[config.mk]
export PLATFORM = sky130hd
export DESIGN_NAME = instr_fetch_unit_flat
export DESIGN_NICKNAME = d
export VERILOG_FILES = /design/src/rtl/instr_fetch_unit_if.sv /design/src/rtl/instr_fetch_unit.sv /design/src/flat_wrapper.sv
export SDC_FILE = /design/constraint.sdc
export NUM_CORES = 1
export LEC_CHECK = 0
export BUFFER_PORTS_ARGS = -buffer_cell sky130_fd_sc_hd__buf_2
export CAP_MARGIN = 5
export CORE_ASPECT_RATIO = 0.75
export CORE_UTILIZATION = 42
export CTS_CLUSTER_DIAMETER = 40
export DETAILED_ROUTE_END_ITERATION = 7
export PLACE_DENSITY = 0.77
export SYNTH_ARGS = -nofsm -noshare
export SYNTH_HDL_FRONTEND = slang
export SYNTH_SLANG_ARGS = --single-unit
[constraint.sdc]
create_clock -name clk -period 5.6 [get_ports clk]
set_clock_uncertainty 0.1 [all_clocks]
set_input_delay 0.84 -clock clk [delete_from_list [all_inputs] [get_ports clk]]
set_output_delay 0.84 -clock clk [all_outputs]
set_load 0.1 [all_outputs]
[src/rtl/instr_fetch_unit_if.sv]
// Fetch-stage bus: instruction-memory read channel plus the valid/ready
// handshake that hands fetched words to decode.
// master = fetch unit side, slave = memory/decode side.
interface instr_fetch_unit_if;
    logic        mem_req;
    logic [31:0] mem_addr;
    logic        mem_ack;
    logic [31:0] mem_rdata;
    logic        instr_valid;
    logic [31:0] instr;
    logic        instr_ready;

    modport master (
        output mem_req,
        output mem_addr,
        input  mem_ack,
        input  mem_rdata,
        output instr_valid,
        output instr,
        input  instr_ready
    );

    modport slave (
        input  mem_req,
        input  mem_addr,
        output mem_ack,
        output mem_rdata,
        input  instr_valid,
        input  instr,
        output instr_ready
    );
endinterface

[src/rtl/instr_fetch_unit.sv]
// instr_fetch_unit: one-outstanding-request instruction fetch stage.
// IDLE latches the PC and raises the memory request, WAIT collects the
// acknowledged word, HOLD presents it to decode until accepted, then the PC
// is told to advance. beq (opcode 6'b000100) is decoded into a branch
// request with a sign-extended 16-bit offset during the handshake cycle.
// Optional feature: define FETCH_TIMEOUT_EN to abort a request that gets no
// mem_ack within TIMEOUT WAIT cycles (returns a NOP and pulses fetch_err).
module instr_fetch_unit #(
    parameter int TIMEOUT = 15
) (
    input  logic                      clk,
    input  logic                      rst,
    input  logic [31:0]               pc_in,
    instr_fetch_unit_if.master        bus,
    output logic                      pc_advance,
    output logic                      branch,
    output logic [31:0]               address,
    output logic                      fetch_err
);

    localparam logic [5:0] OPC_BEQ = 6'b000100;

    typedef enum logic [1:0] {
        ST_IDLE,
        ST_WAIT,
        ST_HOLD
    } state_t;

    state_t      state_q, state_d;
    logic        mem_req_q, mem_req_d;
    logic [31:0] mem_addr_q, mem_addr_d;
    logic        instr_valid_q, instr_valid_d;
    logic [31:0] instr_q, instr_d;
    logic        handshake;

`ifdef FETCH_TIMEOUT_EN
    // Counter value seen in the last WAIT cycle before the abort fires.
    localparam logic [7:0] TIMEOUT_LAST = 8'(TIMEOUT - 1);

    logic [7:0] cnt_q, cnt_d;
    logic       fetch_err_q, fetch_err_d;
`else
    localparam int timeout_unused = TIMEOUT;
`endif

    assign handshake = instr_valid_q & bus.instr_ready;

    // Next-state and register-update decode for the three-state fetch FSM.
    always_comb begin
        // NOTE: every variable gets a default first so no path through the
        // case can leave it unassigned and infer a latch.
        state_d       = state_q;
        mem_req_d     = mem_req_q;
        mem_addr_d    = mem_addr_q;
        instr_valid_d = instr_valid_q;
        instr_d       = instr_q;
`ifdef FETCH_TIMEOUT_EN
        cnt_d         = cnt_q;
        fetch_err_d   = 1'b0;
`endif
        case (state_q)
            ST_IDLE: begin
                mem_addr_d = pc_in;
                mem_req_d  = 1'b1;
                state_d    = ST_WAIT;
`ifdef FETCH_TIMEOUT_EN
                cnt_d      = 8'd0;
`endif
            end
            ST_WAIT: begin
                // An ack in the same cycle as the timeout takes priority.
                if (bus.mem_ack) begin
                    instr_d       = bus.mem_rdata;
                    mem_req_d     = 1'b0;
                    instr_valid_d = 1'b1;
                    state_d       = ST_HOLD;
                end
`ifdef FETCH_TIMEOUT_EN
                else if (cnt_q == TIMEOUT_LAST) begin
                    instr_d       = 32'h0000_0000;
                    mem_req_d     = 1'b0;
                    instr_valid_d = 1'b1;
                    fetch_err_d   = 1'b1;
                    cnt_d         = cnt_q + 8'd1;
                    state_d       = ST_HOLD;
                end else begin
                    cnt_d = cnt_q + 8'd1;
                end
`endif
            end
            ST_HOLD: begin
                if (handshake) begin
                    instr_valid_d = 1'b0;
                    state_d       = ST_IDLE;
                end
            end
            default: begin
                state_d = ST_IDLE;
            end
        endcase
    end

    // FSM and datapath registers; reset abandons any outstanding request.
    always_ff @(posedge clk or posedge rst) begin
        if (rst) begin
            state_q       <= ST_IDLE;
            mem_req_q     <= 1'b0;
            mem_addr_q    <= 32'h0000_0000;
            instr_valid_q <= 1'b0;
            instr_q       <= 32'h0000_0000;
        end else begin
            // NOTE: non-blocking assignments so every flop samples the
            // pre-edge values regardless of statement order.
            state_q       <= state_d;
            mem_req_q     <= mem_req_d;
            mem_addr_q    <= mem_addr_d;
            instr_valid_q <= instr_valid_d;
            instr_q       <= instr_d;
        end
    end

`ifdef FETCH_TIMEOUT_EN
    // Timeout counter and one-cycle error pulse.
    always_ff @(posedge clk or posedge rst) begin
        if (rst) begin
            cnt_q       <= 8'd0;
            fetch_err_q <= 1'b0;
        end else begin
            cnt_q       <= cnt_d;
            fetch_err_q <= fetch_err_d;
        end
    end

    assign fetch_err = fetch_err_q;
`else
    assign fetch_err = 1'b0;
`endif

    assign bus.mem_req     = mem_req_q;
    assign bus.mem_addr    = mem_addr_q;
    assign bus.instr_valid = instr_valid_q;
    assign bus.instr       = instr_q;

    // Handshake-cycle outputs back to the PC.
    assign pc_advance = handshake;
    assign branch     = handshake & (instr_q[31:26] == OPC_BEQ);
    assign address    = {{16{instr_q[15]}}, instr_q[15:0]};

endmodule

[src/flat_wrapper.sv]
// flat-port wrapper written by rule: the top's interface ports become plain ports
module instr_fetch_unit_flat 
#(
    parameter int TIMEOUT = 15
)
  (clk, rst, pc_in, pc_advance, branch, address, fetch_err, bus_mem_req, bus_mem_addr, bus_mem_ack, bus_mem_rdata, bus_instr_valid, bus_instr, bus_instr_ready);
  instr_fetch_unit_if bus_i ();
  input  logic clk;
  input  logic rst;
  input  logic [31:0] pc_in;
  output logic pc_advance;
  output logic branch;
  output logic [31:0] address;
  output logic fetch_err;
  output wire logic [$bits(bus_i.mem_req)-1:0] bus_mem_req;
  output wire logic [$bits(bus_i.mem_addr)-1:0] bus_mem_addr;
  input wire logic [$bits(bus_i.mem_ack)-1:0] bus_mem_ack;
  input wire logic [$bits(bus_i.mem_rdata)-1:0] bus_mem_rdata;
  output wire logic [$bits(bus_i.instr_valid)-1:0] bus_instr_valid;
  output wire logic [$bits(bus_i.instr)-1:0] bus_instr;
  input wire logic [$bits(bus_i.instr_ready)-1:0] bus_instr_ready;
  assign bus_mem_req = bus_i.mem_req;
  assign bus_mem_addr = bus_i.mem_addr;
  assign bus_i.mem_ack = bus_mem_ack;
  assign bus_i.mem_rdata = bus_mem_rdata;
  assign bus_instr_valid = bus_i.instr_valid;
  assign bus_instr = bus_i.instr;
  assign bus_i.instr_ready = bus_instr_ready;
  instr_fetch_unit #(.TIMEOUT(TIMEOUT)) u_core (.clk(clk), .rst(rst), .pc_in(pc_in), .bus(bus_i), .pc_advance(pc_advance), .branch(branch), .address(address), .fetch_err(fetch_err));
endmodule
======== Word-level counts from Yosys, hierarchy flattened ========
Index checks and enable logic that the tools add are counted.
word-level totals
  register bits ........................... 68
  latch bits .............................. 0
  RAM bits ................................ 0
  ROM bits ................................ 0
  input bits .............................. 68
  output and inout port bits .............. 101
  word-level logic and storage cells ...... 27
  memories kept ........................... 0
cells by class
  add/sub/neg operators ................... 0
  $mul .................................... 0
  divide/modulo/power cells ............... 0
  magnitude comparators ................... 0
  equality and inequality tests ........... 5
  shift operators ......................... 0
  mux-type cells .......................... 8
  bitwise logic cells ..................... 2
  reduce and logical (&&, ||, !) cells .... 7
operator list
  operator              number
  $eq A6 B3 Y1 const B  1
  $pmux W2 S3           1
  $reduce_and A2 Y1     3
  $mux W2               2
  $pmux W1 S2           2
  $reduce_bool A2 Y1    2
  $mux W1               3
  $reduce_and A3 Y1     1
  $and A1 B1 Y1         2
  $eq A2 B1 Y1 const B  1
  $eq A2 B2 Y1 const B  1
  $logic_not A2 Y1      1
  $ne A2 B1 Y1 const B  1
  $ne A2 B2 Y1 const B  1

======== Depth between registers and ports, before layout ========
Gate-level depths: netlist of run 1.
  word-level depth ........................ 3
  gate-level depth with buffers ........... 4
  mapped depth without buffers ............ 3

======== Worst setup path after synthesis of run 1 ========
OpenSTA, ideal clock, no wires.
  kind .................................... reg-to-output
  start point ............................. register u_core.instr_q[29], in the netlist u_core.bus.instr[29]
  end point ............................... output port branch
  data arrival time ....................... 4.473 ns
  data required time ...................... 4.660 ns
  path slack .............................. 0.187 ns
  stages on the path, launching flop included .. 3
  path buffers ............................ 0
  path through ............................ dfrtp_1 > or4_1 > nor4b_1
on the way
  word-level cells in the longest chain between the ends .. 2
ends and longest elaborated chain
  item                      RTL line                 source
  start: declaration        instr_fetch_unit.sv:33   logic [31:0] instr_q, instr_d;
  start signal: assignment  instr_fetch_unit.sv:118  instr_q <= instr_d;
  $eq A6 B3 Y1              instr_fetch_unit.sv:146  assign branch = handshake & (instr_q[31:26] == OPC_BEQ);
  $and A1 B1 Y1             instr_fetch_unit.sv:146
  end: declaration          flat_wrapper.sv:12       output logic branch;
No other way between the ends.

======== Worst setup path after layout of run 1 ========
Ends and elaborated chain as after synthesis.

==> summary.txt, run 1 <==
Worst setup path
  – Launching element type of the critical path: flip-flop
  – Reg-to-reg slack, setup: 3770 ps
  – Crit path capture type: output pin
  – Peak fanout along the critical path: 3
  – CP required: between 4000 and 5000 ps
  – Type of the setup path with the least slack: flip-flop to output pin
  – Critical path arrival: around 2000 ps
  – RR Startpoint: u_core.state_q[1]$_DFFE_PP0P_
  – Setup crit start: u_core.bus.instr[29]$_DFFE_PP0P_

Layout
  – Share of post-route cells with drive strength above 1: about three quarters
  – Utilization of the core after routing: ~58%
  – FF/Latch Area: ~1700 um^2
  – Total inserted antenna cells: 0
  – Post-synthesis to final-layout area growth: 29.06%
  – Multi-input logic area: approximately 910 um^2
  – Filler cell count: roughly 550
  – Net total in the final layout: just under 400

Detailed routing
  – DRC violations left: 9
  – Number of search-and-repair iterations in the first detailed-routing pass: 7
  – Wl on met1: roughly 2.4 mm
  – WL met2: ~2.7 mm
  – Residual antenna-violating net count after detailed routing: 0
  – Sum of met3 wire segment lengths after detailed routing: between 400 and 500 um
  – Top routing layer used: met4
  – Vias post-DR: ~1900
  – Mean routed wirelength per cell: ~13 um
  – Via density: 4.539
  – Number of DRC markers after the initial detailed-route iteration: 43
  – Post-detailed-routing wire length: ~5.6 mm

Status
  – Violations in the final reports: design-rule violations
  – Run status: finished, violations left

GRT
  – Number of antenna violations at the first check in global routing: 0
  – Wire length of the first global-routing pass: roughly 8.5 mm
  – Total Routing Usage GR: ~16%
  – Largest net degree at the start of global routing: between 60 and 70
  – Global route total overflow: 0
  – Via count of the first global-routing pass: 1814

Synthesis
  – Area share of the leading cell type in the synthesized netlist: about three fifths
  – Count of different cell masters after synthesis: 16
  – Synth Flop Type: dfrtp_1
  – Combined area of all synthesized cells: between 2000 and 3000 um^2
  – Post-synth top cells: dfrtp_1 (68), buf_4 (36), mux2_2 (36)
  – Share of the yosys chip area belonging to registers: 58.12%
  – Dominant cells by area after synthesis: dfrtp_1 (58%), mux2_4 (14%), mux2_2 (14%)
  – Net count after synthesis: between 200 and 300
  – Syn_area_per_cell: between 15 and 20 um^2
  – Most used standard cell by instance count after synthesis: dfrtp_1
  – Number of flops mapped to enable cells by yosys: 0
  – Post-Syn Instances: about 190
  – Async set or reset register ratio after synthesis: 100.0%
  – #FFs+latches synth: 68
  – Number of warning messages in the yosys log: 0
  – Largest area contributor in the synthesized netlist: dfrtp_1

Timing
  – Post-Route Setup TNS: 0 ps
  – Achievable frequency: 339.8 MHz
  – RSZ-0062 raised after global routing: no
  – Pins over their slew limit: 0
  – Final Hold Vio Count: 0
  – Final period util: 52.55%
  – Setup Viol. Count Final: 0
  – Time the worst path needs with I/O delays and setup: approximately 2900 ps
  – Worst-Margin Slew: around 830 ps
  – Hold Worst Slack: 401.1 ps
  – Worst slew margin relative to its limit: between 40% and 50%
  – Worst Setup Slack, final: 2657 ps

CTS
  – Hold-fix buffers at CTS: 0
  – CTS H-Tree Depth: 3
  – CTS Root Cell: clkbuf_8
  – CTS clock-pin slew for the worst setup and hold paths: around 70 ps
  – Buffers inserted during post-CTS setup optimization: 0
  – Inserted Clock Buffers: 9
  – Clock latency on the worst-skew pair: between 300 and 400 ps
  – Count of instances resized after the clock tree is built: 0
  – Number of buffers between clock root and the deepest sink: 2
  – Clock tree from TritonCTS: yes
  – CTS sink cnt: between 60 and 70

Die
  – Effective utilization at floorplan: between 40 and 50%
  – Width of the die: between 90 and 100 um
  – Ports placed on the boundary: roughly 170
  – Vertical die dimension: between 70 and 80 um
  – Floorplan core area: between 6000 and 7000 um^2
  – Num rows: 25
  – Die area: 7312 um^2

Run
  – Count of maximum capacitance violations: 0

Placed design
  – Pre-CTS WS: between 2000 and 3000 ps
  – Total of buffers placed on input and output ports: 167
  – Detailed Place HPWL: just over 4 mm
  – RePlAce Congestion: around 0.67

Hold path
  – Path type of the worst min-delay path: flip-flop to flip-flop
  – Worst hold path startpoint: u_core.bus.instr[16]$_DFFE_PP0P_
-- routing by layer --
metal | GRT usage [%] | vias to the layer above
met5 | 0 | -
met4 | 4.478 | 0
met3 | 7.425 | 6
met2 | 25.51 | 94
met1 | 18.55 | 888
li1 | - | 891
-- layout make-up --
| type | count | area share (%) |
|---|---|---|
| inverters | 3 | 0.2980 |
| clock inverters | 4 | 1.258 |
| flip-flops and latches | 68 | 45.03 |
| multi-input cells | 77 | 24.11 |
| repair buffers | 169 | 22.52 |
| clock buffers | 12 | 4.106 |
| well taps | 81 | 2.682 |
-- critical path, cell delays in order, from the launching register on --
cell,delay [ps]
dfrtp_1,390
or4_1,540
nor4b_1,250
buf_2,480
-- logic make-up after synthesis --
| group | count (synthesis) | share of synthesized area, % |
|---|---|---|
| AND/OR/NAND/NOR | 7 | 1.753 |
| flip-flops | 68 | 58.12 |
| buffers and inverters | 42 | 10.77 |
| multiplexers | 64 | 28.21 |
| other | 1 | 0.1281 |
| AO/OA/AOI/OAI | 5 | 1.026 |
-- per-stage QoR --
step	area, um^2	std cells
2_1_floorplan	2928	187
3_3_place_gp	3576	398
3_5_place_dp	3576	398
4_1_cts	3779	414
5_1_grt	3779	414
6_report	3779	414
-- registers in the layout (all words and copies together), names as in the netlist --
| signal | count |
|---|---|
| u_core.bus.mem_req | 1 |
| u_core.bus.instr | 32 |
| u_core.bus.instr_valid | 1 |
| u_core.bus.mem_addr | 32 |
| u_core.state_q | 2 |
-- final timing paths --
path                                                           end  cells past startpoint
worst max-delay path                                        branch                      3
worst min-delay path              u_core.bus.instr[16]$_DFFE_PP0P_                      1
worst max register to register    u_core.bus.instr[14]$_DFFE_PP0P_                      3
worst min register to register    u_core.bus.instr[16]$_DFFE_PP0P_                      1
max in group asynchronous       u_core.bus.mem_addr[7]$_DFFE_PP0P_                      3
min in group asynchronous         u_core.bus.instr[17]$_DFFE_PP0P_                      3
-- layout by cell type, fill, tap and decap left out, types with 2 or more instances in the layout --
| cell | n |
|---|---|
| dfrtp_1 | 68 |
| clkbuf_8 | 11 |
| mux2_4 | 28 |
| buf_4 | 2 |
| nand2_1 | 2 |
| mux2_2 | 36 |
| a21oi_1 | 3 |
| inv_1 | 2 |
| clkinv_2 | 2 |
| buf_2 | 167 |
Power of run 1 is left out: the tool's default activity adds up to more than one toggle a clock period on the data nets, which glitch-free logic cannot reach.
==> run 2: changes to the inputs <==
--- a/config.mk
+++ b/config.mk
@@ -8,10 +8,10 @@
 export BUFFER_PORTS_ARGS = -buffer_cell sky130_fd_sc_hd__buf_2
 export CAP_MARGIN = 5
 export CORE_ASPECT_RATIO = 0.75
-export CORE_UTILIZATION = 42
+export CORE_UTILIZATION = 39
 export CTS_CLUSTER_DIAMETER = 40
 export DETAILED_ROUTE_END_ITERATION = 7
-export PLACE_DENSITY = 0.77
+export PLACE_DENSITY = 0.75
 export SYNTH_ARGS = -nofsm -noshare
 export SYNTH_HDL_FRONTEND = slang
 export SYNTH_SLANG_ARGS = --single-unit
==> constraint.sdc (replaced) <==
create_clock -name clk -period 2.7 [get_ports clk]
set_clock_uncertainty 0.1 [all_clocks]
set_input_delay 0.405 -clock clk [delete_from_list [all_inputs] [get_ports clk]]
set_output_delay 0.405 -clock clk [all_outputs]
set_load 0.1 [all_outputs]
==> run 2 against run 1 <==
Count of clock-buffer cells in the layout shrank 3; die area grew 7.5%; routed wire length grew 1.7%; sequential cell count is the same; final cell count grew 4.6%; hold slack lost 210 ps; the flow now finishes without violations.
==> summary.txt, run 2 (synthesis results as in run 1) <==
Status
  – Run status: finished clean (was finished, violations left)

Timing
  – Worst slew margin relative to its limit: 55.47% (was 44.45%)
  – Achievable frequency: roughly 400 MHz
  – Pins over their slew limit: 0 (unchanged)
  – Worst Setup Slack, final: 179.8 ps (was 2657 ps)
  – Worst-Margin Slew: 668.0 ps (was 833.2 ps)
  – Hold Worst Slack: 190.1 ps (was 401.1 ps)
  – Setup Viol. Count Final: 0 (unchanged)
  – Final Hold Vio Count: 0 (unchanged)
  – Time the worst path needs with I/O delays and setup: 2520 ps
  – Final period util: 93.34%
  – RSZ-0062 raised after global routing: no (unchanged)

Layout
  – Share of post-route cells with drive strength above 1: 77.31% (was 75.38%)
  – Post-route standard cell area excluding fillers: 3886 um^2 (was 3779 um^2)
  – Post-synthesis to final-layout area growth: 32.74% (was 29.06%)
  – Total inserted antenna cells: 0 (unchanged)
  – Most frequent cells in the layout: buf_2 (167), dfrtp_1 (64), mux2_2 (36) (was buf_2 (167), dfrtp_1 (68), mux2_2 (36))
  – Net total in the final layout: 398 (was 396)
  – Leading cell type in the layout, fill and taps excluded: buf_2 (unchanged)

Worst setup path
  – Depth of the most critical reg-to-reg path: 3 (unchanged)
  – Worst reg2reg path endpoint: u_core.bus.instr[11]$_DFFE_PP0P_ (was u_core.bus.instr[14]$_DFFE_PP0P_)
  – Critical path arrival: 2020 ps (was 2000 ps)
  – Maximum single-stage delay on the critical path: 550 ps (was 540 ps)
  – Peak fanout along the critical path: 3 (unchanged)
  – Type of the setup path with the least slack: flip-flop to output pin (unchanged)
  – CP required: 2190 ps (was 4660 ps)
  – Crit path capture type: output pin (unchanged)
  – Crit path cell chain: or4_4 > nor4b_4 > buf_2 (was or4_1 > nor4b_1 > buf_2)
  – Launching element type of the critical path: flip-flop (unchanged)
  – RR Startpoint: u_core.state_q[1]$_DFFE_PP0P_ (unchanged)
  – Slowest cell on crit path: or4_4 (was or4_1)
  – Reg-to-reg slack, setup: 880 ps (was 3770 ps)

Die
  – Width of the die: 102.0 um (was 98.41 um)
  – Floorplan core area: 7027 um^2 (was 6506 um^2)
  – Die area: 7861 um^2 (was 7312 um^2)
  – Vertical die dimension: 77.04 um (was 74.31 um)
  – Num rows: 26 (was 25)
  – Effective utilization at floorplan: 41.67% (was 45.00%)
  – Ports placed on the boundary: 169 (unchanged)

GRT
  – Met3 demand-to-capacity share in global routing: 7.475% (was 7.425%)
  – Most used routing layer in global routing: met2 (unchanged)
  – Total Routing Usage GR: 15.45% (was 15.53%)
  – Met2 global-route usage: 26.17% (was 25.51%)
  – Via count of the first global-routing pass: 1922 (was 1814)
  – Number of antenna violations at the first check in global routing: 0 (unchanged)
  – Largest net degree at the start of global routing: 35 (was 69)
  – Wire length of the first global-routing pass: 9.142 mm (was 8.542 mm)
  – Met1 demand-to-capacity share in global routing: 17.03% (was 18.55%)
  – Global route total overflow: 0 (unchanged)

Detailed routing
  – Vias post-DR: 1892 (was 1879)
  – Mean routed wirelength per cell: 13.10 um (was 13.48 um)
  – Residual antenna-violating net count after detailed routing: 0 (unchanged)
  – Post-detailed-routing wire length: 5.674 mm (was 5.581 mm)
  – Via density: 4.370 (was 4.539)
  – Number of search-and-repair iterations in the first detailed-routing pass: 4 (was 7)
  – DRC violations left: 0 (was 9)
  – Number of DRC markers after the initial detailed-route iteration: 33 (was 43)

CTS
  – CTS sink cnt: 68 (unchanged)
  – Clock latency on the worst-skew pair: 340 ps (was 330 ps)
  – CTS clock-pin slew for the worst setup and hold paths: 70 ps (about the same)
  – CTS Root Cell: clkbuf_8 (unchanged)
  – Number of buffers between clock root and the deepest sink: 2 (unchanged)
  – Buffers inserted during post-CTS setup optimization: 0 (unchanged)
  – Inserted Clock Buffers: 9 (unchanged)
  – CTS H-Tree Depth: 3 (unchanged)
  – Clock tree from TritonCTS: yes (unchanged)

Hold path
  – Hold Path Sink: u_core.bus.instr[9]$_DFFE_PP0P_ (was u_core.bus.instr[16]$_DFFE_PP0P_)
  – Worst hold path startpoint: bus_mem_rdata[9] (was u_core.bus.instr[16]$_DFFE_PP0P_)
  – Path type of the worst min-delay path: primary input to flip-flop (was flip-flop to flip-flop)
  – Number of cells on the worst hold path: 2 (was 1)

Placed design
  – Placed standard-cell area: 3628 um^2 (was 3576 um^2)
  – Pre-CTS WS: 538.8 ps (was 2893 ps)
  – RePlAce Congestion: 0.6893 (was 0.6730)
  – Total of buffers placed on input and output ports: 167 (unchanged)
  – Detailed Place HPWL: 4.137 mm (was 4.026 mm)

Run
  – Count of maximum capacitance violations: 0 (unchanged)
-- run 2: per-layer routing --
metal,wire length [um],vias to the layer above
met5,0,-
met4,46,0
met3,544,5
met2,2800,103
met1,2283,890
li1,-,894
-- run 2: what timing repair did --
item	4_1_cts	5_1_grt
hold endpoints to repair	18	0
hold buffers	1	0
resized for setup	0	0
-- run 2: cell type report --
class / instances / area [um^2]
tap: 98 / 122.6
multi-input combinational: 77 / 929.6
clock inverter: 7 / 123.9
clock buffer: 9 / 123.9
inverter: 3 / 11.26
sequential: 68 / 1707
fill: 611 / 3141
timing repair buffer: 171 / 868.3
-- run 2: metrics by stage --
stage / cells / setup TNS (ps) / utilization, %
finish: 433 / 0 / 55.31
global route: 433 / 0 / 55.31
floorplan: 187 / -108.4 / -
CTS: 433 / 0 / 55.31
global placement: 416 / 0 / 51.64
detailed placement: 416 / 0 / 51.64
-- run 2: worst max-delay path: cells and delay by family (launching register included) --
kind,cells,cell delay [ps]
flops,1,420
buf+inv,1,460
simple gates,2,790
-- run 2: worst max path at each step --
stage	startpoint	endpoint	slack, ps	cells past startpoint
detailed placement	u_core.bus.instr[26]$_DFFE_PP0P_	branch	540	3
global route	u_core.bus.instr[26]$_DFFE_PP0P_	branch	110	3
global placement	u_core.bus.instr[26]$_DFFE_PP0P_	branch	550	3
CTS	u_core.bus.instr[26]$_DFFE_PP0P_	branch	150	3
floorplan	u_core.bus.instr[26]$_DFFE_PP0P_	branch	-110	2
finish	u_core.bus.instr[26]$_DFFE_PP0P_	branch	180	3
Power of run 2 is left out for the same reason.
